<file path="src/rtl/movw_unit.sv">
// MOVZ / MOVN / MOVK wide-move execution unit: two-stage valid/ready pipeline
// with MOVK base forwarding from instructions that have not yet reached the register file.
module movw_unit (
    input  logic        clk,
    input  logic        reset,
    input  logic        in_valid,
    output logic        in_ready,
    input  logic [1:0]  op,
    input  logic [1:0]  hw,
    input  logic [15:0] imm16,
    input  logic [4:0]  rd_addr,
    input  logic [63:0] rd_data,
    output logic        out_valid,
    input  logic        out_ready,
    output logic        wr_en,
    output logic [4:0]  wr_addr,
    output logic [63:0] wr_data,
    output logic        illegal
);

    localparam logic [1:0] OP_MOVZ = 2'b00;
    localparam logic [1:0] OP_MOVN = 2'b01;
    localparam logic [1:0] OP_ILL  = 2'b10;
    localparam logic [1:0] OP_MOVK = 2'b11;
    localparam logic [4:0] XZR     = 5'd31;

    logic        run_reg;

    logic        s1_valid_reg;
    logic [1:0]  s1_op_reg;
    logic [1:0]  s1_hw_reg;
    logic [15:0] s1_imm_reg;
    logic [4:0]  s1_rd_reg;
    logic [63:0] s1_data_reg;

    // Result that was retiring in the very cycle S1 sampled rd_data, so rd_data cannot show it.
    logic        s1_late_valid_reg;
    logic [4:0]  s1_late_addr_reg;
    logic [63:0] s1_late_data_reg;

    logic        s2_valid_reg;
    logic        s2_wr_en_reg;
    logic        s2_illegal_reg;
    logic [4:0]  s2_addr_reg;
    logic [63:0] s2_data_reg;

    logic        s2_drain;
    logic        s1_move;
    logic        accept;
    logic [5:0]  shamt;
    logic [63:0] placed;
    logic [63:0] field_mask;
    logic [63:0] base;
    logic [63:0] result_next;
    logic        wr_en_next;

    assign s2_drain = s2_valid_reg && out_ready;
    assign s1_move  = s1_valid_reg && (!s2_valid_reg || out_ready);
    assign in_ready = run_reg && (!s1_valid_reg || s1_move);
    assign accept   = in_valid && in_ready;

    always_comb begin
        shamt       = {s1_hw_reg, 4'b0000};
        placed      = {48'd0, s1_imm_reg} << shamt;
        field_mask  = 64'h0000_0000_0000_FFFF << shamt;
        // S2 is always younger than the late copy, so it wins when both match.
        if (s2_valid_reg && s2_wr_en_reg && (s2_addr_reg == s1_rd_reg)) begin
            base = s2_data_reg;
        end else if (s1_late_valid_reg && (s1_late_addr_reg == s1_rd_reg)) begin
            base = s1_late_data_reg;
        end else begin
            base = s1_data_reg;
        end
        case (s1_op_reg)
            OP_MOVZ: result_next = placed;
            OP_MOVN: result_next = ~placed;
            OP_MOVK: result_next = (base & ~field_mask) | placed;
            default: result_next = 64'd0;
        endcase
        wr_en_next = (s1_op_reg != OP_ILL) && (s1_rd_reg != XZR);
    end

    always_ff @(posedge clk or negedge reset) begin
        if (!reset) begin
            run_reg <= 1'b0;
        end else begin
            run_reg <= 1'b1;
        end
    end

    always_ff @(posedge clk or negedge reset) begin
        if (!reset) begin
            s1_valid_reg      <= 1'b0;
            s1_op_reg         <= 2'b00;
            s1_hw_reg         <= 2'b00;
            s1_imm_reg        <= 16'd0;
            s1_rd_reg         <= 5'd0;
            s1_data_reg       <= 64'd0;
            s1_late_valid_reg <= 1'b0;
            s1_late_addr_reg  <= 5'd0;
            s1_late_data_reg  <= 64'd0;
        end else if (accept) begin
            s1_valid_reg      <= 1'b1;
            s1_op_reg         <= op;
            s1_hw_reg         <= hw;
            s1_imm_reg        <= imm16;
            s1_rd_reg         <= rd_addr;
            s1_data_reg       <= rd_data;
            s1_late_valid_reg <= s2_drain && s2_wr_en_reg;
            s1_late_addr_reg  <= s2_addr_reg;
            s1_late_data_reg  <= s2_data_reg;
        end else if (s1_move) begin
            s1_valid_reg      <= 1'b0;
        end
    end

    always_ff @(posedge clk or negedge reset) begin
        if (!reset) begin
            s2_valid_reg   <= 1'b0;
            s2_wr_en_reg   <= 1'b0;
            s2_illegal_reg <= 1'b0;
            s2_addr_reg    <= 5'd0;
            s2_data_reg    <= 64'd0;
        end else if (s1_move) begin
            s2_valid_reg   <= 1'b1;
            s2_wr_en_reg   <= wr_en_next;
            s2_illegal_reg <= (s1_op_reg == OP_ILL);
            s2_addr_reg    <= s1_rd_reg;
            s2_data_reg    <= result_next;
        end else if (s2_drain) begin
            s2_valid_reg   <= 1'b0;
        end
    end

    assign out_valid = s2_valid_reg;
    assign wr_en     = s2_valid_reg && s2_wr_en_reg;
    assign illegal   = s2_valid_reg && s2_illegal_reg;
    assign wr_addr   = s2_addr_reg;
    assign wr_data   = s2_data_reg;

endmodule

</file>
<file path="config.mk">
export PLATFORM = sky130hd
export DESIGN_NAME = movw_unit
export DESIGN_NICKNAME = d
export VERILOG_FILES = /design/src/rtl/movw_unit.sv
export SDC_FILE = /design/constraint.sdc
export NUM_CORES = 1
export LEC_CHECK = 0
export CORE_MARGIN = 2
export CORE_UTILIZATION = 50
export CTS_BUF_LIST = sky130_fd_sc_hd__clkbuf_8
export CTS_CLUSTER_SIZE = 25
export DETAILED_ROUTE_END_ITERATION = 6
export PLACE_DENSITY = 0.74
export SLEW_MARGIN = 20
export SYNTH_ARGS = -nofsm -noshare
export SYNTH_HDL_FRONTEND = slang
export SYNTH_SLANG_ARGS = --single-unit
</file>
<file path="constraint.sdc">
create_clock -name clk -period 5.7 [get_ports clk]
set_clock_uncertainty 0.1 [all_clocks]
set_input_delay 0.57 -clock clk [delete_from_list [all_inputs] [get_ports clk]]
set_output_delay 0.57 -clock clk [all_outputs]
set_load 0.01 [all_outputs]
</file>
==> impl_metrics.ini <==
[worst_hold_path]
worstHoldPathType = primary input to asynchronous set/reset pin

[synthesis]
synth.most_common_cell = dfrtp_1
ys.flop_type = dfrtp_1
netlist_instances = 1098
synthTopCellsByArea = dfrtp_1 48%, mux2_2 15%, o221ai_1 4.3%, o31ai_1 3.9%, a221oi_1 3.7%
synthArstFlopShare = 1.00
synth-warning-count = 0
avgSynthCellArea_um2 = 11.1
synth.distinct_cells = 37
yosysSeqAreaShare = 0.477
synth-seq-cells = 233
synth_edf_count = 0
synth_largest_area_cell = dfrtp_1
synth.top_cell.area_share = 0.477
synth_area_um2 = 12200
synth_nets = 1191
synth_common_cells = 233 x dfrtp_1, 158 x mux2_2, 69 x nor2_1

[finish]
syn2layout_area_growth_pct = 20.1
layout-drive-gt1-share = 0.203
nFillCells = 1946
diodes = 0
fin_nets = 1296
instances_no_fill = 1556

[timing]
finalCritPeriodShare = 0.564
slew_headroom = 0.214
grt_setup_unrepaired = false
timing.setup.tns_ns = 0
setup_ws_ns = 2.48
worst_hold_slack_ns = -0.0455
worstMarginPinSlew_ns = 1.18
setup_violations = 0
hold_viol_final = 9
min_period_ns = 3.22
drv_slew = 0
fmax_mhz = 311

[clock_tree]
root_buffer = clkbuf_8
numCtsBuffers = 40
clock_latency_ns = 0.54
ctsResizeCount = 0
ctsHoldBuffers = 0
max-clock-path-buffers = 3
clock_sinks = 233
cts_tree = done
htreeDepth = 2
path_clk_slew_ns = 0.07
post_cts_buffers = 0

[routing]
drtPass1Iterations = 5
vias = 9823
wl_per_cell_um = 21.8
drt-initial-drc-count = 1001
routed_wl_um = 33900
vias_per_cell = 6.31
drc_errors = 0
ant_nets = 0

[setup_path]
crit_type = register to register
worstRegToRegCells = 5
r2r-start = s1_rd_reg[2]$_DFFE_PN0P_
critPathMaxStageDelay_ns = 0.85
crit_arrival_ns = 3.51
critPathCaptureType = register
regToRegEndpoint = wr_data[52]$_DFFE_PN0P_
critPathBufInv = 1
cpMaxStageDelayCell = nand3_4
regToRegSetupSlack_ns = 2.48
path_max_fanout = 65
cp.required_ns = 6.00
cp-start-kind = register
crit_chain = xnor2_2, buf_4, nand3_4, a221oi_1, o31ai_1
cpLargestDelayFamily = compound AO/OA/AOI/OAI gates

[power]
total_power_mw = 5.97
pwr_density_cell_nw_per_um2 = 407
vdd_ir_drop_max_uv = 204
power.leakage_nw = 5.91

[run]
cap_viol_max_count = 0

[global_routing]
grt_pass1_wl_um = 53700
grt_pass1_vias = 9562
grt_overflow = 0
antenna_found_initial = 0
grt_start_max_net_pins = 162
grt_use_total = 0.261

[die]
fp-row-count = 57
die_w_um = 160
die_area_um2 = 25700
initial_core_util = 0.506
core_um2 = 24200
die_h_um = 160
boundaryPins = 166

[run_status]
violations = negative hold slack
status = finished, violations left

[placement]
place_inst = 1485
hpwl_um = 20200
place_congestion = 0.865
io_buffers = 165
place_ws_ns = 2.60
layout make-up:
type / instances / area (µm²) / share of cell area
clock buffers: 46 / 633 / 0.0431
well taps: 324 / 405 / 0.0276
inverters: 2 / 7.51 / 0.000512
repair buffers: 176 / 1750 / 0.119
multi-input cells: 750 / 5880 / 0.400
clock inverters: 25 / 156 / 0.0107
flip-flops and latches: 233 / 5840 / 0.398
report_power, final:
group	switching (mW)	total (mW)	internal, mW
combinational	0.807	1.74	0.933
sequential	0.561	2.72	2.16
clock	0.685	1.51	0.826
worst max-delay path by stage:
stage                                   from                          to  slack [ns]  cells after the start
finish              s1_rd_reg[2]$_DFFE_PN0P_     wr_data[52]$_DFFE_PN0P_        2.48                      5
global route        s1_rd_reg[2]$_DFFE_PN0P_     wr_data[48]$_DFFE_PN0P_        2.35                      5
CTS                 s1_rd_reg[2]$_DFFE_PN0P_     wr_data[48]$_DFFE_PN0P_        2.60                      5
detailed placement                 out_ready     wr_data[36]$_DFFE_PN0P_        2.60                      7
global placement                   out_ready     wr_data[62]$_DFFE_PN0P_        2.55                      6
floorplan                          out_ready  s1_data_reg[0]$_DFFE_PN0P_        3.67                      6
per-layer routing:
metal	track usage	up-vias	routed length, µm	share of wire
met5	0	-	0	0
met4	0.102	0	1110	0.033
met3	0.0553	89	2880	0.085
met2	0.393	438	15400	0.46
met1	0.372	4953	14400	0.43
li1	-	4343	-	-
logic make-up (layout without fill, tap and decap cells):
| family | after synthesis | count (layout) | share of synthesized area |
|---|---|---|---|
| buf+inv | 115 | 249 | 0.0451 |
| mux | 160 | 160 | 0.147 |
| flops | 233 | 233 | 0.477 |
| compound gates | 262 | 262 | 0.166 |
| xor+xnor | 72 | 72 | 0.0516 |
| other cells | 1 | 1 | 0.000307 |
| simple gates | 255 | 255 | 0.113 |
per-stage QoR:
stage / area, µm² / utilization
floorplan: 12200 / -
global placement: 13900 / 0.574
detailed placement: 13900 / 0.574
CTS: 14700 / 0.607
global route: 14700 / 0.607
finish: 14700 / 0.607
cells in the final DEF (no fill, tap or decap), types with 2 or more instances in the layout:
cell             Yosys  routed
clkdlybuf4s50_1      0     164
nand3b_1            33      33
buf_4                7      10
and3_1              65      65
mux2_2             158     158
clkinv_2             0       5
a221oi_1            52      52
nand2b_1             3       3
xor2_1              50      50
o221ai_1            60      60
nand3_1             20      20
nand2_1             40      39
nor3b_1             15      15
xnor2_1             22      21
o21ai_0             65      65
o31ai_1             63      63
a21oi_1              2       2
and2_1               4       3
dfrtp_1            233     229
inv_1                2      19
mux2i_1              2       2
bufinv_16            0       2
o21ai_2              0       3
clkbuf_8             0      46
a221oi_2            12      12
nor2_1              69      68
dfrtp_4              0       3
(Power assumes the default switching activity.)
